### src/rtl/rv_muldiv_unit.sv
// Iterative RV32M multiply/divide unit: radix-2 shift-add multiply, restoring divide.
// Define MULDIV_EARLY_OUT_EN to bypass CALC for div-by-zero, signed overflow and zero-operand multiply.
module rv_muldiv_unit #(
  parameter int XLEN  = 32,
  parameter int CNT_W = 6
) (
  input  logic            i_clk,
  input  logic            i_rst_n,
  input  logic            i_start,
  input  logic            i_flush,
  input  logic [2:0]      i_f3,
  input  logic [XLEN-1:0] i_src_a,
  input  logic [XLEN-1:0] i_src_b,
  output logic            o_busy,
  output logic            o_done,
  output logic [XLEN-1:0] o_result
);

  typedef enum logic [1:0] {S_IDLE, S_CALC, S_FIX, S_DONE} state_t;

  state_t            r_state, w_state_next;
  logic [CNT_W-1:0]  r_cnt;
  logic [2*XLEN-1:0] r_acc;
  logic [XLEN-1:0]   r_b;
  logic [XLEN-1:0]   r_src_a;
  logic [XLEN-1:0]   r_result;
  logic [2:0]        r_f3;
  logic              r_sign_a, r_neg, r_div0, r_ovf, r_mul0;

  logic              w_accept, w_skip;
  logic              w_a_signed, w_b_signed, w_sign_a, w_sign_b;
  logic [XLEN-1:0]   w_mag_a, w_mag_b;
  logic              w_div0, w_ovf, w_mul0;

  assign w_accept   = i_start & ~i_flush & ((r_state == S_IDLE) | (r_state == S_DONE));
  assign w_a_signed = (i_f3 == 3'b001) | (i_f3 == 3'b010) | (i_f3[2] & ~i_f3[0]);
  assign w_b_signed = (i_f3 == 3'b001) | (i_f3[2] & ~i_f3[0]);
  assign w_sign_a   = w_a_signed & i_src_a[XLEN-1];
  assign w_sign_b   = w_b_signed & i_src_b[XLEN-1];
  assign w_mag_a    = w_sign_a ? -i_src_a : i_src_a;
  assign w_mag_b    = w_sign_b ? -i_src_b : i_src_b;
  assign w_div0     = i_f3[2] & (i_src_b == '0);
  assign w_ovf      = i_f3[2] & ~i_f3[0] & (i_src_a == {1'b1, {(XLEN-1){1'b0}}}) & (&i_src_b);
  assign w_mul0     = ~i_f3[2] & ((i_src_a == '0) | (i_src_b == '0));

`ifdef MULDIV_EARLY_OUT_EN
  assign w_skip = w_div0 | w_ovf | w_mul0;
`else
  assign w_skip = 1'b0;
`endif

  // Multiply step: r_acc = {partial high, remaining multiplier bits}
  logic [XLEN:0]     w_mul_sum;
  logic [2*XLEN-1:0] w_mul_next;
  assign w_mul_sum  = {1'b0, r_acc[2*XLEN-1:XLEN]} + (r_acc[0] ? {1'b0, r_b} : '0);
  assign w_mul_next = {w_mul_sum, r_acc[XLEN-1:1]};

  // Divide step: r_acc = {partial remainder, dividend shifting into quotient}
  logic [XLEN:0]     w_rem_sh, w_diff;
  logic [2*XLEN-1:0] w_div_next;
  assign w_rem_sh   = {r_acc[2*XLEN-1:XLEN], r_acc[XLEN-1]};
  assign w_diff     = w_rem_sh - {1'b0, r_b};
  assign w_div_next = w_diff[XLEN] ? {w_rem_sh[XLEN-1:0], r_acc[XLEN-2:0], 1'b0}
                                   : {w_diff[XLEN-1:0],   r_acc[XLEN-2:0], 1'b1};

  logic [2*XLEN-1:0] w_prod;
  logic [XLEN-1:0]   w_quo, w_rem, w_fix_result;
  assign w_prod = r_neg ? -r_acc : r_acc;
  assign w_quo  = r_neg ? -r_acc[XLEN-1:0] : r_acc[XLEN-1:0];
  assign w_rem  = r_sign_a ? -r_acc[2*XLEN-1:XLEN] : r_acc[2*XLEN-1:XLEN];

  // Special cases are selected from flags so both builds give identical results
  always_comb begin
    w_fix_result = '0;
    if (r_f3[2]) begin
      if (r_div0)
        w_fix_result = r_f3[1] ? r_src_a : '1;
      else if (r_ovf)
        w_fix_result = r_f3[1] ? '0 : r_src_a;
      else
        w_fix_result = r_f3[1] ? w_rem : w_quo;
    end else if (!r_mul0) begin
      w_fix_result = (r_f3[1:0] == 2'b00) ? w_prod[XLEN-1:0] : w_prod[2*XLEN-1:XLEN];
    end
  end

  always_comb begin
    w_state_next = r_state;
    case (r_state)
      S_IDLE, S_DONE: w_state_next = w_accept ? (w_skip ? S_FIX : S_CALC) : S_IDLE;
      S_CALC:         if (r_cnt == CNT_W'(XLEN-1)) w_state_next = S_FIX;
      S_FIX:          w_state_next = S_DONE;
      default:        w_state_next = S_IDLE;
    endcase
    if (i_flush) w_state_next = S_IDLE;
  end

  always_ff @(posedge i_clk or negedge i_rst_n) begin
    if (!i_rst_n) r_state <= S_IDLE;
    else          r_state <= w_state_next;
  end

  always_ff @(posedge i_clk or negedge i_rst_n) begin
    if (!i_rst_n) begin
      r_cnt    <= '0;
      r_acc    <= '0;
      r_b      <= '0;
      r_src_a  <= '0;
      r_result <= '0;
      r_f3     <= '0;
      r_sign_a <= 1'b0;
      r_neg    <= 1'b0;
      r_div0   <= 1'b0;
      r_ovf    <= 1'b0;
      r_mul0   <= 1'b0;
    end else if (w_accept) begin
      r_f3     <= i_f3;
      r_sign_a <= w_sign_a;
      r_neg    <= w_sign_a ^ w_sign_b;
      r_src_a  <= i_src_a;
      r_div0   <= w_div0;
      r_ovf    <= w_ovf;
      r_mul0   <= w_mul0;
      r_cnt    <= '0;
      if (i_f3[2]) begin
        r_acc <= {{XLEN{1'b0}}, w_mag_a};
        r_b   <= w_mag_b;
      end else begin
        r_acc <= {{XLEN{1'b0}}, w_mag_b};
        r_b   <= w_mag_a;
      end
    end else if (r_state == S_CALC && !i_flush) begin
      r_acc <= r_f3[2] ? w_div_next : w_mul_next;
      r_cnt <= r_cnt + CNT_W'(1);
    end else if (r_state == S_FIX && !i_flush) begin
      r_result <= w_fix_result;
    end
  end

  assign o_busy   = (r_state == S_CALC) | (r_state == S_FIX);
  assign o_done   = (r_state == S_DONE);
  assign o_result = r_result;

endmodule
### config.mk
export PLATFORM = sky130hd
export DESIGN_NAME = rv_muldiv_unit
export DESIGN_NICKNAME = d
export VERILOG_FILES = /design/src/rtl/rv_muldiv_unit.sv
export SDC_FILE = /design/constraint.sdc
export NUM_CORES = 1
export LEC_CHECK = 0
export ABC_AREA = 1
export BUFFER_PORTS_ARGS = -buffer_cell sky130_fd_sc_hd__buf_2
export CELL_PAD_IN_SITES_DETAIL_PLACEMENT = 0
export CELL_PAD_IN_SITES_GLOBAL_PLACEMENT = 1
export CORE_UTILIZATION = 44
export DETAILED_ROUTE_END_ITERATION = 6
export GPL_ROUTABILITY_DRIVEN = 0
export PLACE_DENSITY_LB_ADDON = 0.1
export SYNTH_ARGS = -nofsm -noshare
export SYNTH_HDL_FRONTEND = slang
export SYNTH_SLANG_ARGS = --single-unit
### constraint.sdc
create_clock -name i_clk -period 3.32 [get_ports i_clk]
set_input_delay 0 -clock i_clk [delete_from_list [all_inputs] [get_ports i_clk]]
set_output_delay 0 -clock i_clk [all_outputs]
set_load 0.05 [all_outputs]
## Yosys cells after proc, flatten, opt, wreduce, memory -nomap -nowiden

Cells that the tools add are included.

| word-level totals | value |
|---|---|
| register bits after elaboration | 176 |
| input bits | 71 |
| output and inout bits | 34 |
| word-level logic and storage cells | 86 |

| cells by class | value |
|---|---|
| add/subtract/negate cells | 8 |
| equal/unequal tests | 8 |
| multiplexer cells | 26 |
| bitwise gates (word level) | 21 |
| reduce and logical (&&, ||, !) cells | 11 |

Operator list:

| operator | number |
|---|---|
| 2-to-1 mux 32 bit | 15 |
| 2-to-1 mux 64 bit | 5 |
| negation 32 bit | 4 |
| zero test 32 bit | 2 |
| negation 64 bit | 1 |
| adder 32 x 32 -> 33 bit | 1 |
| subtractor 33 x 32 -> 33 bit | 1 |
| == test 32 bit, second input constant | 1 |
| AND reduction 32 bit | 1 |
| 2-to-1 mux 6 bit | 2 |
| bitwise AND 1 bit | 9 |
| adder 6 x 1 -> 6 bit, second input constant | 1 |
| == test 6 x 5 -> 1 bit, second input constant | 1 |
| OR 1 bit | 6 |
| one-hot mux 2 bit (3 select lines) | 1 |
| NOT 1 bit | 5 |
| == test 2 bit, second input constant | 2 |
| zero test 2 bit | 2 |
| 2-to-1 mux 2 bit | 2 |
| == test 3 x 1 -> 1 bit, second input constant | 1 |
| == test 3 x 2 -> 1 bit, second input constant | 1 |
| != test 3 bit, second input constant | 1 |
| AND reduction 3 bit | 1 |
| == test 2 x 1 -> 1 bit, second input constant | 1 |
| other kinds (6) | 7 |

## Longest topological paths before layout

Gate-level depths: netlist (run 1).

| depth | value |
|---|---|
| depth after elaboration | 7 |
| gate-level depth with buffers | 19 |
| mapped depth without buffers | 18 |

## Worst setup path after synthesis (run 1)

Ideal clock, no wire load.

| timing path | value |
|---|---|
| path type | register -> register |
| start point | register r_acc[31] |
| end point | register r_acc[58] |
| library setup time | 0.116 ns |
| data arrival time | 2.197 ns |
| required time | 3.204 ns |
| slack | 1.007 ns |
| stages on the path, launching flop included | 19 |
| buffers on the path | 1 |
| period minus slack after synthesis | 2.313 ns |
| cell sequence | dfrtp_1 -> inv_1 -> ha_1 -> fa_1 -> inv_1 -> nand3_1 -> nand3_2 -> nand2_2 -> nand2_2 -> nand2_1 -> nand2_2 -> nand2_2 -> nand3_1 -> nand2_4 -> buf_6 -> nand2_1 -> nand3_1 -> nand2_1 -> nand2_1 |

| on the way | value |
|---|---|
| longest elaborated chain between the ends | 5 |

Ends and longest elaborated chain:

| element | line | text |
|---|---|---|
| from (decl) | 23 | `logic [2*XLEN-1:0] r_acc;` |
| from (signal assigned) | 126 | `r_acc <= {{XLEN{1'b0}}, w_mag_a};` |
| from (signal assigned) | 129 | `r_acc <= {{XLEN{1'b0}}, w_mag_b};` |
| from (signal assigned) | 133 | `r_acc <= r_f3[2] ? w_div_next : w_mul_next;` |
| subtractor 33 x 32 -> 33 bit | 62 | `assign w_diff = w_rem_sh - {1'b0, r_b};` |
| 2-to-1 mux 64 bit | 63 | `assign w_div_next = w_diff[XLEN] ? {w_rem_sh[XLEN-1:0], r_acc[XLEN-2:0], 1'b0}` |
| 2-to-1 mux 64 bit | 133 |  |
| 2-to-1 mux 64 bit | 132 | `end else if (r_state == S_CALC && !i_flush) begin` |
| 2-to-1 mux 64 bit | 116 | `end else if (w_accept) begin` |

No other way between the ends. The select of a mux whose other input is x is not followed.
A chain may end at the register's enable or synchronous reset.

## Worst setup path in the final report (run 1)

| timing path | value |
|---|---|
| start point | register r_acc[31] |
| end point | register r_acc[54] |

Same word-level chain as after synthesis.

==> flow_summary.toml, run 1 <==
[outcome]
status = "finished, final reports clean"

[critical_path]
crit_end = "r_acc[54]$_DFFE_PN0N_"
cp_cell_sequence = "inv_1, ha_1, fa_1, inv_1, nand3_1, nand3_2, nand2_2, nand2_2, nand2_1, nand2_2, nand2_2, nand2_2, nand2_1, nand2_4, nand2_1, nand3_1, nand2_1, nand2_1"
required_ns = 3.76
critPathCaptureType = "register"
arrival_ns = 3.56
startpoint_type = "register"
crit_path_start = "r_acc[31]$_DFFE_PN0N_"
r2r_slack_ns = 0.20
r2r_start = "r_acc[31]$_DFFE_PN0N_"
cp_top_family = "simple AND/OR/NAND/NOR gates"
reg2reg_depth = 18
cp.buffers_inverters = 2
cp.depth = 18
rr_endpoint = "r_acc[54]$_DFFE_PN0N_"
slowest_stage = "dfrtp_1"
critPathMaxStageDelay_ns = 0.51
worstSetupPathType = "reg -> reg"
path_max_fanout = 33

[sta]
rsz0062_at_grt = "no"
finalHoldViolCount = 0
worst_slew_pin_slew_ns = 1.13
setup_violations = 0
fin_hold_ws_ns = 0.0333
maxSlewHeadroom_pct = 24.9
tns_ns = 0
skew_ns = 0.0146
final.period_utilization_pct = 93.9
max_freq_ghz = 0.321
fin_crit_ns = 3.12
maxSlewViolCount = 0

[detailed_routing]
drcViolationCount = 0
first_pass_iters = 6
viasPerCell = 5.73
via_count = 24900
drt-wirelength-per-cell_um = 21.6
dr.first_iter.drc_count = 3298
drtAntennaViolNets = 0
wl_um = 94200

[final_layout]
fin_area_um2 = 22600
syn_to_final_growth_pct = 11.6
layout-drive-gt1-share_pct = 7.33
finalCoreUtilization_pct = 49.9
fin_nets = 3885

[synth]
seq_area_frac_synth_pct = 21.7
syn_avg_cell_area_um2 = 5.60
synth-seq-cells = 176
syn_inst = 3624
synth_flop_cell = "dfrtp_1"
synth.distinct_cells = 54
ys_warn_count = 0
synth_top_area_share_pct = 24.3
syn_area_um2 = 20300
syn-num-nets = 3770
synthTopCellsByArea = "nand2_1 24%, dfrtp_1 22%, inv_1 9.6%, nand3_1 9.5%, nor2_1 6.4%"
synth_edf_count = 0
async_flop_share_pct = 100
yosys.area.top_type = "nand2_1"

[power_and_ir_drop]
cellPowerDensity_nw_per_um2 = 1100
vdd_drop_max_v = 0.000730
p_leak_nw = 12.4

[grt]
antenna_found_initial = 0
first_global_vias = 22500
grt_max_degree = 113
grt_pass1_wl_um = 140000
grt_use_total_pct = 40.1
grt_overflow = 0

[place]
placed_cell_area_um2 = 21500
port_buffers = 104
dpl.hpwl_um = 75200

[cts]
clkSinkCount = 176
numCtsBuffers = 17
cts_tree = "built"
cts_htree_levels = 4
insertion_delay_ns = 0.50
root_buffer = "clkbuf_16"
cts_resized = 0
path_clk_slew_ns = 0.08
clk_path_buf_depth = 2

[worst_hold_path]
hold_path_class = "in -> reg"

[die]
core_um2 = 45400
io_pins = 105
die_h_um = 217
initial_core_util_pct = 44.7
die_w_um = 217
die_area_um2 = 47000
rows = 78

[job]
maxCapViolations = 0
metal layers:
metal,part of all wire [%],vias to the layer above,GRT usage [%]
met4,6.1,0,22.7
met5,0,-,0
li1,-,11700,-
met3,11,272,7.94
met2,40,1494,56.3
met1,43,11500,56.8
cell families after synthesis:
group | after synthesis | synth area share (%)
AND/OR/NAND/NOR | 2187 | 44.7
buffers and inverters | 655 | 12.7
AO/OA/AOI/OAI | 442 | 12.4
flip-flops | 176 | 21.7
XOR/XNOR | 89 | 3.84
adder cells (fa/ha/maj) | 75 | 4.70
registers in the layout (all words and copies together) (netlist names):
register and flops:
o_result 32, r_b 32, r_sign_a 1, r_mul0 1
r_acc 64, r_f3 3, r_cnt 6, r_div0 1
r_src_a 32, r_ovf 1, r_state 2, r_neg 1
cells in the mapped netlist, types with 9 or more instances:
cell type / instances
xnor2_1: 16
nand2_2: 12
o221ai_1: 9
nor2_1: 345
buf_1: 19
o211ai_1: 32
xor2_1: 73
clkbuf_1: 72
a31oi_1: 9
nand2_1: 1311
dfrtp_1: 176
or2_2: 12
buf_2: 21
buf_6: 9
inv_2: 10
nor2_2: 16
inv_1: 517
o21bai_1: 13
ha_1: 73
o21ai_0: 199
nand3_1: 385
o21ai_1: 11
a21oi_1: 122
nor3_1: 33
nand4_1: 48
a22oi_1: 14
power by group:
part,switching (mW),internal (mW),total [mW]
clock network,1.03,1.05,2.08
registers,1.52,3.06,4.59
logic,12.9,5.28,18.2
total,15.5,9.40,24.8
cell type report:
type                       count  area (um^2)
fill                        4959        22800
tap                          600          751
sequential                   176         4410
clock buffer                  20          437
clock inverter                12          125
inverter                     529         1990
timing repair buffer         222         1580
multi-input combinational   2793        13300
antenna                        1         2.50
what timing repair did:
action,in CTS,in global routing
hold buffers,52,0
endpoints found under the setup margin,0,0
endpoints found under the hold margin,163,0
buffers inserted,0,0
stage by stage:
stage	std cells	setup slack, ns	total power [mW]
after floorplan	3624	1.01	16.0
after global placement	4268	0.339	21.9
after detailed placement	4268	0.323	21.9
after CTS	4352	0.299	24.2
after global routing	4352	0.0540	26.6
final	4353	0.203	24.8
tightest hold or removal path: stages:
cell	delay [ns]
buf_2	0.13
xnor2_1	0.17
nand2_1	0.10
o211ai_1	0.09
layout by cell type (no fill, tap or decap), types with 4 or more instances in the layout:
cell type      instances
buf_4                 63
o221ai_1               9
o21bai_1              13
o21ai_0              199
ha_1                  73
inv_6                  4
nand3b_1               6
nor2_4                 4
a21oi_2                4
o21ai_1               11
nor2_1               340
xor2_1                73
a31oi_1                9
dfrtp_1              174
o22ai_1                4
a22oi_1               14
nand2_2               12
xnor2_1               16
or2_2                 12
nor3_1                33
inv_1                517
buf_2                103
clkbuf_16             17
inv_2                 10
a21boi_1               4
o211ai_1              32
nor2_2                19
nand2_1             1311
nand4_1               48
nand3_1              384
nor4_1                 8
dlygate4sd3_1         52
a21oi_1              122
worst min-delay path by stage:
| stage | cells after the start | slack, ns | from | endpoint |
|---|---|---|---|---|
| after floorplan | 0 | -0.30 | i_rst_n | o_result[0]$_DFFE_PN0P_ |
| after global placement | 1 | 0.20 | i_rst_n | r_acc[48]$_DFFE_PN0N_ |
| after detailed placement | 1 | 0.22 | i_rst_n | r_acc[55]$_DFFE_PN0N_ |
| after CTS | 4 | 0.007 | i_src_b[29] | r_b[29]$_DFFE_PN0P_ |
| after global routing | 4 | 0.04 | i_src_b[29] | r_b[29]$_DFFE_PN0P_ |
| final | 4 | 0.03 | i_src_b[29] | r_b[29]$_DFFE_PN0P_ |
Power figures use the tool's default switching activity.
==> run 2: changes to the inputs <==
Settings changed: CTS_CLUSTER_SIZE set to 8, SETUP_SLACK_MARGIN set to 0.5.
==> flow_summary.toml, run 2 (same netlist as run 1, synthesis figures left out) <==
[cts]
cts_htree_levels = 4
clk_path_buf_depth = 2
path_clk_slew_ns = 0.08
root_buffer = "clkbuf_16"
insertion_delay_ns = 0.51
clkSinkCount = 176
cts_tree = "built"
numCtsBuffers = 17

[sta]
final.period_utilization_pct = 84.2
finalHoldViolCount = 0
setup_violations = 0
skew_ns = 0.0218
max_freq_ghz = 0.358
tns_ns = 0
maxSlewViolCount = 0
rsz0062_at_grt = "yes"
maxSlewHeadroom_pct = 25.8
fin_crit_ns = 2.80
worst_slew_pin_slew_ns = 1.11

[detailed_routing]
met3_length_um = 11900
viasPerCell = 5.79
wl_met2_um = 38300
drtAntennaViolNets = 0
wl_met1_um = 39800
highest_layer = "met5"
dr.first_iter.drc_count = 3364
via_count = 25300
drcViolationCount = 0
wl_um = 95800
first_pass_iters = 6
drt-wirelength-per-cell_um = 22.0

[power_and_ir_drop]
pwr-share-comb_pct = 74.1
vdd_drop_max_v = 0.000733
cellPowerDensity_nw_per_um2 = 1130
p_int_mw = 9.73
switching_share_pct = 62.3
p_leak_nw = 12.5
seq_power_share_pct = 17.9
clkPwrFrac_pct = 8.0
p_sw_mw = 16.1

[grt]
grt_max_degree = 113
grt_overflow = 0
grt_use_total_pct = 40.1
first_global_vias = 22500
antenna_found_initial = 1
grt_pass1_wl_um = 140000

[place]
port_buffers = 104
placed_cell_area_um2 = 21500
dpl.hpwl_um = 75200

[die]
die_w_um = 217
io_pins = 105
rows = 78
core_um2 = 45400
initial_core_util_pct = 44.7
die_h_um = 217
die_area_um2 = 47000

[final_layout]
fin_area_um2 = 22900
fin_nets = 3894
final_common_cell = "nand2_1"
syn_to_final_growth_pct = 12.8
layout_common_cells = "1310 x nand2_1, 515 x inv_1, 382 x nand3_1, 337 x nor2_1, 194 x o21ai_0"
largest-register = "r_acc"
largest_register_ffs = 64
layout-drive-gt1-share_pct = 8.16

[critical_path]
path_max_fanout = 5
cp_cell_sequence = "dlygate4sd3_1, buf_2, inv_1, nand3_1, inv_1, nand2_1, nor2_1, nand3_1, o21ai_0, nand3_1, o211ai_1, dlygate4sd3_1"
r2r_slack_ns = 0.56
slowest_stage = "dlygate4sd3_1"
arrival_ns = 3.24
required_ns = 3.76
critPathMaxStageDelay_ns = 0.56
critPathCaptureType = "register"
worstSetupPathType = "in -> reg"
startpoint_type = "input pin"
crit_top_cell = "nand3_1"

[outcome]
status = "finished, final reports clean"

[job]
maxCapViolations = 0

[worst_hold_path]
hold_path_class = "in -> reg"
==> run 2: changes by cell type in the layout (fill, tap and decap cells not counted), moves of 3 or more <==
cell     before  now
dfrtp_1     174  166
nand2_4       2    5
o21ai_1      11   15
dfrtp_2       2   10
nor2_2       19   22
nand2_8       0    6
nor2_1      340  337
o21ai_0     199  194
==> run 2: routing by layer <==
metal | GRT usage [%] | vias to the layer above
met2 | 56.4 | 1610
met1 | 57.0 | 11600
met4 | 22.3 | 2
met5 | 0 | -
li1 | - | 11700
met3 | 7.66 | 291
==> run 2: area by class of cell <==
cell class / instances / area [um^2]
Fill cell: 4932 / 22500
Multi-Input combinational cell: 2799 / 13500
Sequential cell: 176 / 4420
Inverter: 529 / 1990
Timing Repair Buffer: 225 / 1630
Tap cell: 600 / 751
Clock buffer: 20 / 437
Clock inverter: 12 / 125
Antenna cell: 1 / 2.50
==> run 2: worst max-delay path: cells and delay by family <==
kind | cells | cell delay (ns)
and+or+nand+nor | 5 | 1.03
buffers and inverters | 5 | 1.62
AOI/OAI and AO/OA | 2 | 0.59
==> run 2: power by group through the flow <==
stage / Clock (mW) / Sequential [mW] / Combinational (mW)
after global routing: 2.17 / 4.61 / 20.7
final: 2.08 / 4.62 / 19.1
after global placement: 0 / 4.45 / 17.4
after floorplan: 0 / 4.38 / 11.6
after detailed placement: 0 / 4.48 / 17.5
after CTS: 2.10 / 4.44 / 17.7
==> run 2: stage by stage <==
stage	setup slack (ns)	power, mW	std cells	util (%)	hold slack (ns)
after floorplan	1.01	16.0	3624	-	-0.296
after detailed placement	0.323	21.9	4268	47.5	0.216
after CTS	0.468	24.2	4352	49.9	0.00661
after global routing	0.470	27.4	4361	50.4	0.0353
final	0.525	25.8	4362	50.4	0.0392
after global placement	0.339	21.9	4268	47.5	0.201
==> run 2: final timing paths <==
| check | start | cells after the start | to |
|---|---|---|---|
| min in group asynchronous | i_rst_n | 2 | r_acc[55]$_DFFE_PN0N_ |
| worst max-delay path | i_src_a[0] | 12 | r_b[31]$_DFFE_PN0P_ |
| worst min register to register | o_result[4]$_DFFE_PN0P_ | 2 | o_result[4]$_DFFE_PN0P_ |
| max in group asynchronous | i_rst_n | 3 | r_src_a[6]$_DFFE_PN0P_ |
| worst min-delay path | i_src_b[29] | 4 | r_b[29]$_DFFE_PN0P_ |
| worst max register to register | r_b[21]$_DFFE_PN0P_ | 13 | r_acc[62]$_DFFE_PN0N_ |
==> run 2: what timing repair did <==
| action | 4_1_cts | 5_1_grt |
|---|---|---|
| resized for setup | 3 | 43 |
| endpoints found under the setup margin | 33 | 37 |
| buffers inserted | 0 | 3 |
| pin swaps | 0 | 6 |
| hold buffers | 52 | 0 |
| gates cloned | 0 | 6 |
| hold endpoints to repair | 163 | 0 |
